===== src/rtl/mips_multicycle_control_if.sv =====
`default_nettype none
// ============================================================================
// Module : mips_multicycle_control_if
// Brief  : Bundle of the signals exchanged between the multicycle control FSM
//          and the datapath. Instruction fields and the ALU zero flag flow
//          into the controller; mux selects and write strobes flow out.
//          master = controller side, slave = datapath side.
// Rev    : 1.0  initial release
// ============================================================================
interface mips_multicycle_control_if;
  logic [5:0] Op;          // Instr[31:26] from the instruction register
  logic [5:0] Funct;       // Instr[5:0]
  logic       ZeroFlag;    // ALU zero flag
  logic [2:0] ALUControl;  // 000 AND, 001 OR, 010 add, 100 sub, 101 mul, 110 slt
  logic       ALUSrcA;     // 0 = PC, 1 = register A
  logic [1:0] ALUSrcB;     // 00 = B, 01 = 4, 10 = signext imm, 11 = imm<<2
  logic       IorD;
  logic       IRWrite;
  logic       MemWrite;
  logic       RegWrite;
  logic       RegDst;
  logic       MemtoReg;
  logic       PCEn;
  logic [1:0] PCSrc;       // 00 = ALUResult, 01 = ALUOut, 10 = jump target

  modport master (
    input  Op, Funct, ZeroFlag,
    output ALUControl, ALUSrcA, ALUSrcB, IorD, IRWrite, MemWrite,
           RegWrite, RegDst, MemtoReg, PCEn, PCSrc
  );

  modport slave (
    output Op, Funct, ZeroFlag,
    input  ALUControl, ALUSrcA, ALUSrcB, IorD, IRWrite, MemWrite,
           RegWrite, RegDst, MemtoReg, PCEn, PCSrc
  );
endinterface
`default_nettype wire


===== src/rtl/mips_multicycle_control.sv =====
`default_nettype none
// ============================================================================
// Module : mips_multicycle_control
// Brief  : Moore-style control FSM for a multicycle MIPS datapath supporting
//          lw, sw, R-type (add/sub/and/or/slt/mul), addi, beq and j.
// Ports  : CLK   - clock, rising edge
//          RST   - asynchronous active-low reset (forces FETCH immediately)
//          bus   - master modport: Op/Funct/ZeroFlag in, datapath controls out
//          State - current state encoding (debug)
// Rev    : 1.0  initial release
// ============================================================================
module mips_multicycle_control #(
  parameter int STATE_W = 4
) (
  input  wire                          CLK,
  input  wire                          RST,
  mips_multicycle_control_if.master    bus,
  output logic [STATE_W-1:0]           State
);

  typedef enum logic [STATE_W-1:0] {
    FETCH  = STATE_W'(0),
    DECODE = STATE_W'(1),
    MEMADR = STATE_W'(2),
    MEMRD  = STATE_W'(3),
    MEMWB  = STATE_W'(4),
    MEMWR  = STATE_W'(5),
    EXEC   = STATE_W'(6),
    ALUWB  = STATE_W'(7),
    BRANCH = STATE_W'(8),
    ADDIEX = STATE_W'(9),
    ADDIWB = STATE_W'(10),
    JUMP   = STATE_W'(11)
  } state_t;

  localparam logic [5:0] c_op_rtype = 6'b000000;
  localparam logic [5:0] c_op_lw    = 6'b100011;
  localparam logic [5:0] c_op_sw    = 6'b101011;
  localparam logic [5:0] c_op_beq   = 6'b000100;
  localparam logic [5:0] c_op_addi  = 6'b001000;
  localparam logic [5:0] c_op_j     = 6'b000010;

  state_t r_state;
  state_t w_next;
  logic   w_pcwrite;
  logic   w_branch;

  // State register: reset forces FETCH without waiting for an edge.
  always_ff @(posedge CLK or negedge RST) begin
    if (!RST) r_state <= FETCH;
    else      r_state <= w_next;
  end

  // Next-state and output decode. Outputs depend on r_state only (plus Funct
  // in EXEC, which comes from the held instruction register).
  always_comb begin
    w_next         = FETCH;
    w_pcwrite      = 1'b0;
    w_branch       = 1'b0;
    bus.ALUControl = 3'b010;
    bus.ALUSrcA    = 1'b0;
    bus.ALUSrcB    = 2'b00;
    bus.IorD       = 1'b0;
    bus.IRWrite    = 1'b0;
    bus.MemWrite   = 1'b0;
    bus.RegWrite   = 1'b0;
    bus.RegDst     = 1'b0;
    bus.MemtoReg   = 1'b0;
    bus.PCSrc      = 2'b00;

    case (r_state)
      FETCH: begin
        bus.ALUSrcB = 2'b01;
        bus.IRWrite = 1'b1;
        w_pcwrite   = 1'b1;
        w_next      = DECODE;
      end
      DECODE: begin
        bus.ALUSrcB = 2'b11;  // precompute branch target into ALUOut
        case (bus.Op)
          c_op_lw, c_op_sw: w_next = MEMADR;
          c_op_rtype:       w_next = EXEC;
          c_op_beq:         w_next = BRANCH;
          c_op_addi:        w_next = ADDIEX;
          c_op_j:           w_next = JUMP;
          default:          w_next = FETCH;
        endcase
      end
      MEMADR: begin
        bus.ALUSrcA = 1'b1;
        bus.ALUSrcB = 2'b10;
        w_next      = (bus.Op == c_op_lw) ? MEMRD : MEMWR;
      end
      MEMRD: begin
        bus.IorD = 1'b1;
        w_next   = MEMWB;
      end
      MEMWB: begin
        bus.MemtoReg = 1'b1;
        bus.RegWrite = 1'b1;
        w_next       = FETCH;
      end
      MEMWR: begin
        bus.IorD     = 1'b1;
        bus.MemWrite = 1'b1;
        w_next       = FETCH;
      end
      EXEC: begin
        bus.ALUSrcA = 1'b1;
        case (bus.Funct)
          6'b100000: bus.ALUControl = 3'b010;
          6'b100010: bus.ALUControl = 3'b100;
          6'b100100: bus.ALUControl = 3'b000;
          6'b100101: bus.ALUControl = 3'b001;
          6'b101010: bus.ALUControl = 3'b110;
          6'b011000: bus.ALUControl = 3'b101;
          default:   bus.ALUControl = 3'b010;
        endcase
        w_next = ALUWB;
      end
      ALUWB: begin
        bus.RegDst   = 1'b1;
        bus.RegWrite = 1'b1;
        w_next       = FETCH;
      end
      BRANCH: begin
        bus.ALUSrcA    = 1'b1;
        bus.ALUControl = 3'b100;
        bus.PCSrc      = 2'b01;
        w_branch       = 1'b1;
        w_next         = FETCH;
      end
      ADDIEX: begin
        bus.ALUSrcA = 1'b1;
        bus.ALUSrcB = 2'b10;
        w_next      = ADDIWB;
      end
      ADDIWB: begin
        bus.RegWrite = 1'b1;
        w_next       = FETCH;
      end
      JUMP: begin
        bus.PCSrc = 2'b10;
        w_pcwrite = 1'b1;
        w_next    = FETCH;
      end
      // Unused encodings keep the defaults and recover to FETCH.
      default: w_next = FETCH;
    endcase
  end

  // Branch resolution uses the live zero flag of the subtract in BRANCH,
  // so PCEn is the one output that is not a pure state decode.
  assign bus.PCEn = w_pcwrite | (w_branch & bus.ZeroFlag);
  assign State    = r_state;

endmodule
`default_nettype wire


===== src/flat_wrapper.sv =====
// flat-port wrapper written by rule: the top's interface ports become plain ports
module mips_multicycle_control_flat 
#(
  parameter int STATE_W = 4
)
  (CLK, RST, State, bus_Op, bus_Funct, bus_ZeroFlag, bus_ALUControl, bus_ALUSrcA, bus_ALUSrcB, bus_IorD, bus_IRWrite, bus_MemWrite, bus_RegWrite, bus_RegDst, bus_MemtoReg, bus_PCEn, bus_PCSrc);
  mips_multicycle_control_if bus_i ();
  input  wire CLK;
  input  wire RST;
  output logic [STATE_W-1:0] State;
  input wire logic [$bits(bus_i.Op)-1:0] bus_Op;
  input wire logic [$bits(bus_i.Funct)-1:0] bus_Funct;
  input wire logic [$bits(bus_i.ZeroFlag)-1:0] bus_ZeroFlag;
  output wire logic [$bits(bus_i.ALUControl)-1:0] bus_ALUControl;
  output wire logic [$bits(bus_i.ALUSrcA)-1:0] bus_ALUSrcA;
  output wire logic [$bits(bus_i.ALUSrcB)-1:0] bus_ALUSrcB;
  output wire logic [$bits(bus_i.IorD)-1:0] bus_IorD;
  output wire logic [$bits(bus_i.IRWrite)-1:0] bus_IRWrite;
  output wire logic [$bits(bus_i.MemWrite)-1:0] bus_MemWrite;
  output wire logic [$bits(bus_i.RegWrite)-1:0] bus_RegWrite;
  output wire logic [$bits(bus_i.RegDst)-1:0] bus_RegDst;
  output wire logic [$bits(bus_i.MemtoReg)-1:0] bus_MemtoReg;
  output wire logic [$bits(bus_i.PCEn)-1:0] bus_PCEn;
  output wire logic [$bits(bus_i.PCSrc)-1:0] bus_PCSrc;
  assign bus_i.Op = bus_Op;
  assign bus_i.Funct = bus_Funct;
  assign bus_i.ZeroFlag = bus_ZeroFlag;
  assign bus_ALUControl = bus_i.ALUControl;
  assign bus_ALUSrcA = bus_i.ALUSrcA;
  assign bus_ALUSrcB = bus_i.ALUSrcB;
  assign bus_IorD = bus_i.IorD;
  assign bus_IRWrite = bus_i.IRWrite;
  assign bus_MemWrite = bus_i.MemWrite;
  assign bus_RegWrite = bus_i.RegWrite;
  assign bus_RegDst = bus_i.RegDst;
  assign bus_MemtoReg = bus_i.MemtoReg;
  assign bus_PCEn = bus_i.PCEn;
  assign bus_PCSrc = bus_i.PCSrc;
  mips_multicycle_control #(.STATE_W(STATE_W)) u_core (.CLK(CLK), .RST(RST), .bus(bus_i), .State(State));
endmodule

===== config.mk =====
export PLATFORM = sky130hd
export DESIGN_NAME = mips_multicycle_control_flat
export DESIGN_NICKNAME = d
export VERILOG_FILES = /design/src/rtl/mips_multicycle_control_if.sv /design/src/rtl/mips_multicycle_control.sv /design/src/flat_wrapper.sv
export SDC_FILE = /design/constraint.sdc
export NUM_CORES = 1
export LEC_CHECK = 0
export ABC_AREA = 0
export BUFFER_PORTS_ARGS = -buffer_cell sky130_fd_sc_hd__buf_2
export CORE_ASPECT_RATIO = 1.1
export CORE_MARGIN = 10
export CORE_UTILIZATION = 38
export DETAILED_ROUTE_END_ITERATION = 10
export HOLD_SLACK_MARGIN = 0.15
export PLACE_DENSITY = 0.81
export SYNTH_ARGS = -nofsm -noshare
export SYNTH_HDL_FRONTEND = slang
export SYNTH_SLANG_ARGS = --single-unit

===== constraint.sdc =====
create_clock -name CLK -period 2.3 [get_ports CLK]
set_input_delay 0.345 -clock CLK [delete_from_list [all_inputs] [get_ports CLK]]
set_output_delay 0.345 -clock CLK [all_outputs]
set_load 0.02 [all_outputs]

==> results of run 1 <==
## cells in the final DEF (no fill, tap or decap), drive strengths merged, types with 2 or more instances in the layout
cell type  netlist  layout
nor3             7       7
inv              3       3
o2111ai          2       2
nand2            3       3
and3             3       3
nand2b           4       4
nor2             6       6
clkbuf           2       3
a21oi            6       6
o21ai            5       5
or2              3       3
dfrtp            4       4
nand3            3       3
buf              4      33
nor4bb           2       2
xor2             2       2
nor4             2       2
## final cells by class
type / instances / share of cell area [%]
multi-input combinational: 63 / 55.9
timing repair buffer: 34 / 23.5
sequential: 4 / 13.4
clock buffer: 3 / 3.02
tap: 16 / 2.68
inverter: 3 / 1.51
## stage by stage
stage / cells / hold slack [ps]
floorplan: 76 / 49.4
global placement: 119 / 150
detailed placement: 119 / 150
CTS: 123 / 435
global route: 123 / 456
finish: 123 / 437
## cells by family (layout without fill, tap and decap cells)
logic type / after synthesis / in the layout / synth area share (%)
AO/OA/AOI/OAI: 20 / 20 / 25.0
XOR/XNOR: 2 / 2 / 3.13
buffers and inverters: 9 / 40 / 7.81
flip-flops: 4 / 4 / 17.9
multiplexers: 1 / 1 / 1.79
AND/OR/NAND/NOR: 40 / 40 / 44.4
## worst paths after layout
| kind | start | to | slack [ps] | cells past startpoint |
|---|---|---|---|---|
| hold reg to reg | u_core.State[3] | u_core.State[0] | 710 | 1 |
| max in group asynchronous | RST | u_core.State[0] | 1720 | 2 |
| setup / recovery | u_core.State[2] | bus_ALUControl[1] | 270 | 4 |
| setup reg to reg | u_core.State[0] | u_core.State[3] | 750 | 3 |
| hold / removal | bus_Op[5] | u_core.State[3] | 440 | 3 |
| min in group asynchronous | RST | u_core.State[2] | 460 | 2 |
## per-layer routing
layer  global-route usage (%)  up-vias  part of all wire (%)
met5                        0        -                     0
met4                     6.87        0                   3.1
met3                     2.97        9                   8.2
met1                     10.7      307                    43
li1                         -      349                     -
met2                     18.8       34                    45
## repair_timing
action	4_1_cts	5_1_grt
setup endpoints to repair	0	0
hold endpoints to repair	4	0
hold buffers	1	0
## where the power goes
| group | internal (mW) | total (mW) | leakage [nW] | switching, mW |
|---|---|---|---|---|
| sequential | 0.0860 | 0.168 | 0.0531 | 0.0821 |
| combinational | 0.133 | 0.330 | 0.297 | 0.197 |
| clock | 0.0583 | 0.0873 | 0.0138 | 0.0289 |
| total | 0.277 | 0.586 | 0.364 | 0.308 |
## worst max-delay path, stage by stage, from the launching register on
cell and delay, ps:
dfrtp_1 560, or3b_1 490, a21oi_1 160, o21ai_1 80
buf_2 160
==> flow_summary_export.csv, run 1 <==
group,metric,value,unit
yosys,ys_dominant_reg_cell,"dfrtp_1",
finish,final_nets,124,
yosys,syn_area,561,sq um
finish,drive_above_1_share,37.4,%
finish,seq_area,100,sq um
global_route,antenna_found_initial,0,
timing,drv_slew,0,
drt,avgViaCountPerCell,5.68,
clock_tree,cts_root_buffer,"clkbuf_4",
placed_design,place.gp.congestion,0.830,
yosys,synth_edf_count,0,
drt,wl_per_cell,14.5,um
clock_tree,htree_num_levels,1,
floorplan,initial_core_util,40.5,%
timing,clock.fmax,0.493,GHz
timing,rsz0062_at_grt,"no",
placed_design,place_ws,491,ps
timing,period_share,88.2,%
critical_path,crit_path_end_kind,"primary output",
timing,worst_clock_skew,3.41,ps
critical_path,arrival,1680,ps
critical_path,startpoint_type,"flop",
placed_design,dp_hpwl,1390,um
floorplan,die_h,60.3,um
clock_tree,clock_path_buffers,2,
clock_tree,path_clk_slew,40,ps
global_route,track_usage,10.6,%
drt,firstDrtPassIters,3,
yosys,synth_area_leader_cell,"dfrtp_1",
yosys,seq_area_frac_synth,17.9,%
power,p_leak,0.364,nW
timing,tightest_slew,631,ps
yosys,netlist_top_cells_count,"nor3_1 (7), a21oi_1 (6), nor2_1 (6)",
finish,stdcell_area,746,sq um
drt,postRouteAntennaNets,0,
clock_tree,cts_tree,"done",
timing,setup_viol_count_final,0,
yosys,netlist.area_leader.share,17.9,%
power,vdd_drop_max,0.000392,V
finish,fillers,135,
drt,wl,1780,um
yosys,synthArstFlopShare,100,%
placed_design,place_area,713,sq um
drt,drc,0,
flow_run,max-cap-violations,0,
timing,relSlewSlack,58.0,%
yosys,synth_cell_types,35,
global_route,grt_max_degree,20,
clock_tree,cts_setup_buffers,0,
hold_path,hp-class,"primary input to flop",
critical_path,cp_max_fo,18,
finish,antennaDiodeCount,0,
floorplan,die_area,0.00341,sq mm
global_route,grt_pass1_vias,752,
clock_tree,cts_made_buffers,3,
power,finalPower,0.586,mW
drt,routed-via-count,699,
yosys,synth.most_common_cell,"nor3_1",
yosys,synthesis.nets,91,
yosys,synth-warning-count,0,
floorplan,ios,34,
floorplan,fp.coreArea,0.00138,sq mm
clock_tree,insertion_delay,240,ps
global_route,grt_pass1_wl,3040,um
timing,fin_ws,272,ps
yosys,synth_area_leaders,"dfrtp_1 (18%), nor3_1 (6.3%), a21oi_1 (5.4%)",
floorplan,fp.dieW,56.6,um
power,p_per_area,785,mW/mm^2
finish,syn2layout_area_growth,33.0,%
placed_design,io_buffers,33,
clock_tree,cts_resized,0,
drt,first_iter_violations,9,
finish,multi_input_area,417,sq um
finish,utilization,53.9,%
global_route,grt-ovfl-total,0,
floorplan,placementRows,14,
clock_tree,cts_sinks,4,
yosys,avgSynthCellArea,7.38,sq um
yosys,ys_ff_latch,4,
timing,finalCriticalPeriod,2030,ps
timing,final.setup.tns,0,ps
outcome,outcome,"finished, final reports clean",
finish,largest_reg_flops,4,
timing,final_hold_viol_count,0,
critical_path,required,1960,ps
critical_path,worstSetupPathType,"flop to primary output",
yosys,synth_cells,76,
No activity file was read; power rests on OpenSTA's default activity.
==> run 2, diff against run 1 <==
--- a/config.mk
+++ b/config.mk
@@ -7,7 +7,6 @@
 export LEC_CHECK = 0
 export ABC_AREA = 0
 export BUFFER_PORTS_ARGS = -buffer_cell sky130_fd_sc_hd__buf_2
-export CORE_ASPECT_RATIO = 1.1
 export CORE_MARGIN = 10
 export CORE_UTILIZATION = 38
 export DETAILED_ROUTE_END_ITERATION = 10
==> run 2 against run 1 <==
Critical path depth fell by 1; clock power rose by 6.2%; count of clock-buffer cells in the layout stayed put; register-to-register slack lost 100 ps; die area barely moved; largest power group unchanged; setup slack lost 12 ps.
==> flow_summary_export.csv, run 2 (same netlist as run 1, synthesis figures left out) <==
group,metric,value,unit
timing,relSlewSlack,57.9,%
floorplan,ios,34,
placed_design,place_ws,451,ps
critical_path,worstSetupPathType,"flop to primary output",
clock_tree,path_clk_slew,40,ps
timing,worst_clock_skew,4.30,ps
critical_path,cp_cell_sequence,"nand3b_1 -> a2111oi_2 -> buf_2",
hold_path,hp-class,"primary input to async pin",
critical_path,cp-endpoint,"bus_ALUControl[0]",
timing,final_hold_viol_count,0,
critical_path,arrival,1690,ps
finish,drive_above_1_share,37.4,%
drt,drc,0,
clock_tree,cts_made_buffers,3,
critical_path,critPathTopFamily,"flip-flops",
critical_path,slowest_delay,680,ps
drt,avgViaCountPerCell,5.64,
critical_path,r2r_cells,3,
global_route,grt_pass1_wl,3240,um
global_route,grt-ovfl-total,0,
clock_tree,cts_resized,0,
critical_path,timing.rr.end,"u_core.State[3]",
floorplan,placementRows,13,
finish,final_nets,124,
clock_tree,cts_setup_buffers,0,
critical_path,startpoint_type,"flop",
floorplan,fp.coreArea,0.00135,sq mm
placed_design,io_buffers,33,
timing,period_share,88.7,%
finish,syn2layout_area_growth,32.8,%
drt,wl,1820,um
power,p_per_area,794,mW/mm^2
placed_design,place_area,712,sq um
clock_tree,cts_root_buffer,"clkbuf_4",
critical_path,reg2reg_slack,650,ps
clock_tree,cts_tree,"done",
timing,fin_ws,260,ps
placed_design,place_inst,118,
timing,final.setup.tns,0,ps
drt,wl_per_cell,14.9,um
finish,fin_cells,122,
global_route,grtUsageMet1,12.1,%
critical_path,cp_slowest_cell,"dfrtp_1",
timing,rsz0062_at_grt,"no",
timing,tightest_slew,632,ps
clock_tree,htree_num_levels,1,
drt,firstDrtPassIters,4,
critical_path,required,1960,ps
finish,stdcell_area,744,sq um
placed_design,dp_hpwl,1400,um
floorplan,initial_core_util,41.5,%
critical_path,path_buf_inv,1,
floorplan,die_area,0.00341,sq mm
critical_path,worstSetupPathDepth,3,
power,vdd_drop_max,0.000522,V
flow_run,max-cap-violations,0,
drt,postRouteAntennaNets,0,
critical_path,crit_path_end_kind,"primary output",
placed_design,place.gp.congestion,0.905,
critical_path,cp_max_fo,18,
global_route,antenna_found_initial,0,
finish,fillers,136,
global_route,track_usage,11.5,%
floorplan,die_h,58.4,um
global_route,grt_pass1_vias,708,
critical_path,startpoint,"u_core.State[2]",
global_route,grt-busiest-layer,"met2",
floorplan,fp.dieW,58.4,um
finish,antennaDiodeCount,0,
global_route,grt.met3_usage,3.43,%
finish,most-common-layout-cells,"buf_2 (33), nor3_1 (7), nor2_1 (6), a21oi_1 (6), dfrtp_1 (4)",
timing,clock.fmax,0.490,GHz
finish,largest_reg_flops,4,
drt,first_iter_violations,13,
critical_path,r2r_start,"u_core.State[0]",
drt,routed-via-count,688,
clock_tree,clock_path_buffers,2,
finish,mostFrequentLayoutCell,"buf_2",
global_route,grt_max_degree,20,
power,p_leak,0.364,nW
clock_tree,insertion_delay,250,ps
outcome,outcome,"finished, final reports clean",
clock_tree,cts_sinks,4,
timing,setup_viol_count_final,0,
timing,finalCriticalPeriod,2040,ps
global_route,gr-usage-met2,19.7,%
timing,drv_slew,0,
timing,finalHoldWorstSlack,446,ps
-- run 2: what timing repair did --
| item | CTS | global route |
|---|---|---|
| setup endpoints to repair | 0 | 0 |
| endpoints found under the hold margin | 4 | 0 |
| hold buffers | 1 | 0 |
-- run 2: how the worst min path moves through the flow --
stage          start         endpoint  cells past startpoint
4_1_cts          RST  u_core.State[1]                      2
5_1_grt          RST  u_core.State[0]                      2
6_report         RST  u_core.State[1]                      2
2_1_floorplan    RST  u_core.State[0]                      0
3_3_place_gp     RST  u_core.State[3]                      1
3_5_place_dp     RST  u_core.State[0]                      1
-- run 2: through the flow --
step | power, mW | util (%)
after CTS | 0.594 | 55.1
after detailed placement | 0.502 | 52.7
final | 0.591 | 55.1
after floorplan | 0.398 | -
after global routing | 0.642 | 55.1
after global placement | 0.494 | 52.7
-- run 2: layout make-up --
| class | instances | area (sq um) | area share, % |
|---|---|---|---|
| Tap cell | 15 | 18.8 | 2.52 |
| Timing Repair Buffer | 34 | 175 | 23.5 |
| Sequential cell | 4 | 100 | 13.4 |
| Clock buffer | 3 | 22.5 | 3.03 |
| Inverter | 3 | 11.3 | 1.51 |
| Multi-Input combinational cell | 63 | 417 | 56.0 |
-- run 2: report_power, final --
group | internal [mW] | switching, mW | total, mW
Sequential | 0.0860 | 0.0825 | 0.168
Combinational | 0.133 | 0.197 | 0.330
Clock | 0.0587 | 0.0340 | 0.0927
-- run 2: layer usage --
layer  wire [um]  vias to the layer above  share of wire, %
li1            -                      348                 -
met1         713                      310                39
met2         894                       25                49
met3         168                        5               9.2
met4          45                        0               2.5
met5           0                        -                 0
==> run 3, diff against run 2 <==
--- a/config.mk
+++ b/config.mk
@@ -10,6 +10,7 @@
 export CORE_MARGIN = 10
 export CORE_UTILIZATION = 38
 export DETAILED_ROUTE_END_ITERATION = 10
+export GPL_TIMING_DRIVEN = 0
 export HOLD_SLACK_MARGIN = 0.15
 export PLACE_DENSITY = 0.81
 export SYNTH_ARGS = -nofsm -noshare
==> constraint.sdc (replaced) <==
create_clock -name CLK -period 2.3 [get_ports CLK]
set_input_delay 0.46 -clock CLK [delete_from_list [all_inputs] [get_ports CLK]]
set_output_delay 0.46 -clock CLK [all_outputs]
set_load 0.02 [all_outputs]
==> run 3 against run 2 <==
Setup slack worse by 38 ps; via count up 2.0%; first-iteration DRC count down 31%; global-route usage down 1.5 points; design area up 4.4%; core utilization up 2.4 points; cell count up 4.9%; combinational power up 30%; die area unchanged; critical path depth up 2; register-to-register slack better by 310 ps; critical path type unchanged; critical endpoint is now bus_ALUControl[1].
==> flow_summary_export.csv, run 3 (same netlist as run 1, synthesis figures left out) <==
group,metric,value,unit
outcome,outcome,"finished, final reports clean",
timing,setup_viol_count_final,0,
clock_tree,path_clk_slew,40,ps
critical_path,cp_slowest_cell,"or3b_1",
finish,most-common-layout-cells,"buf_2 (35), nor3_1 (7), nor2_1 (6), a21oi_1 (6), dfrtp_1 (4)",
finish,drive_above_1_share,38.9,%
power,vdd_drop_max,0.000504,V
critical_path,startpoint_type,"flop",
drt,first_iter_violations,9,
floorplan,fp.dieW,58.4,um
finish,syn2layout_area_growth,38.6,%
hold_path,hold_path_depth,3,
placed_design,io_buffers,33,
critical_path,slowest_delay,440,ps
clock_tree,htree_num_levels,1,
clock_tree,cts_setup_buffers,0,
timing,finalCriticalPeriod,2080,ps
placed_design,dp_hpwl,1440,um
hold_path,hp-class,"primary input to flop",
timing,final.setup.tns,0,ps
critical_path,r2r_cells,3,
timing,final_hold_viol_count,0,
timing,finalHoldWorstSlack,558,ps
floorplan,placementRows,13,
critical_path,required,1840,ps
timing,tightest_slew,390,ps
finish,fin_cells,128,
critical_path,crit_path_end_kind,"primary output",
global_route,antenna_found_initial,0,
floorplan,ios,34,
drt,postRouteAntennaNets,0,
placed_design,place.gp.congestion,0.890,
drt,drc,0,
placed_design,place_inst,124,
critical_path,cp_max_fo,8,
finish,utilization,57.6,%
timing,relSlewSlack,73.7,%
timing,period_share,90.3,%
timing,fin_ws,222,ps
finish,mostFrequentLayoutCell,"buf_2",
clock_tree,cts_hold_buf,1,
drt,firstDrtPassIters,4,
finish,largest_reg_flops,4,
finish,antennaDiodeCount,0,
finish,final_nets,130,
floorplan,die_area,0.00341,sq mm
drt,routed-via-count,702,
global_route,grt_max_degree,11,
power,finalPower,0.618,mW
clock_tree,cts_made_buffers,3,
power,p_per_area,795,mW/mm^2
clock_tree,cts_tree,"done",
placed_design,place_ws,251,ps
floorplan,fp.coreArea,0.00135,sq mm
critical_path,cp_cell_sequence,"clkbuf_1 -> or3b_1 -> a21oi_1 -> o21ai_1 -> buf_2",
timing,worst_clock_skew,3.33,ps
critical_path,arrival,1620,ps
global_route,grt-ovfl-total,0,
finish,fillers,146,
clock_tree,cts_root_buffer,"clkbuf_4",
timing,drv_slew,0,
timing,clock.fmax,0.481,GHz
floorplan,die_h,58.4,um
drt,wl_per_cell,13.7,um
drt,wl,1760,um
drt,avgViaCountPerCell,5.48,
floorplan,initial_core_util,41.5,%
power,p_leak,0.387,nW
flow_run,max-cap-violations,0,
clock_tree,insertion_delay,240,ps
finish,stdcell_area,777,sq um
placed_design,place_area,744,sq um
clock_tree,cts_resized,0,
timing,rsz0062_at_grt,"no",
critical_path,worstSetupPathType,"flop to primary output",
clock_tree,cts_sinks,4,
global_route,grt_pass1_wl,2880,um
global_route,track_usage,10.0,%
global_route,grt_pass1_vias,688,
clock_tree,clock_path_buffers,2,
==> run 3: critical path, delay by kind of cell (launching register included) <==
kind | cells | cell delay [ps]
and+or+nand+nor | 1 | 440
buffers and inverters | 2 | 340
AOI/OAI and AO/OA | 2 | 240
DFF | 1 | 360
==> run 3: final timing paths <==
kind	start	endpoint	slack [ps]
worst max-delay path	u_core.State[2]	bus_ALUControl[1]	220
worst min-delay path	bus_Op[4]	u_core.State[3]	560
worst max register to register	u_core.State[1]	u_core.State[3]	960
worst min register to register	u_core.State[3]	u_core.State[0]	660
max in group asynchronous	RST	u_core.State[1]	1610
min in group asynchronous	RST	u_core.State[0]	570
==> run 3: metal layers <==
metal	track usage (%)	vias to the layer above	routed length, um
li1	-	358	-
met1	11.1	309	744
met2	16.7	31	837
met3	3.86	4	144
met4	4.03	0	29
met5	0	-	0
==> run 3: cell type report <==
class	count	area (sq um)	area share [%]
Clock buffer	3	22.5	2.90
Inverter	3	11.3	1.45
Sequential cell	4	100	12.9
Tap cell	15	18.8	2.42
Timing Repair Buffer	34	175	22.5
Multi-Input combinational cell	63	417	53.6
Buffer	6	32.5	4.19
==> run 3: power breakdown <==
group | total, mW | internal [mW] | switching, mW
Combinational | 0.430 | 0.155 | 0.275
Sequential | 0.0992 | 0.0873 | 0.0119
Clock | 0.0880 | 0.0584 | 0.0295
Total | 0.618 | 0.301 | 0.317
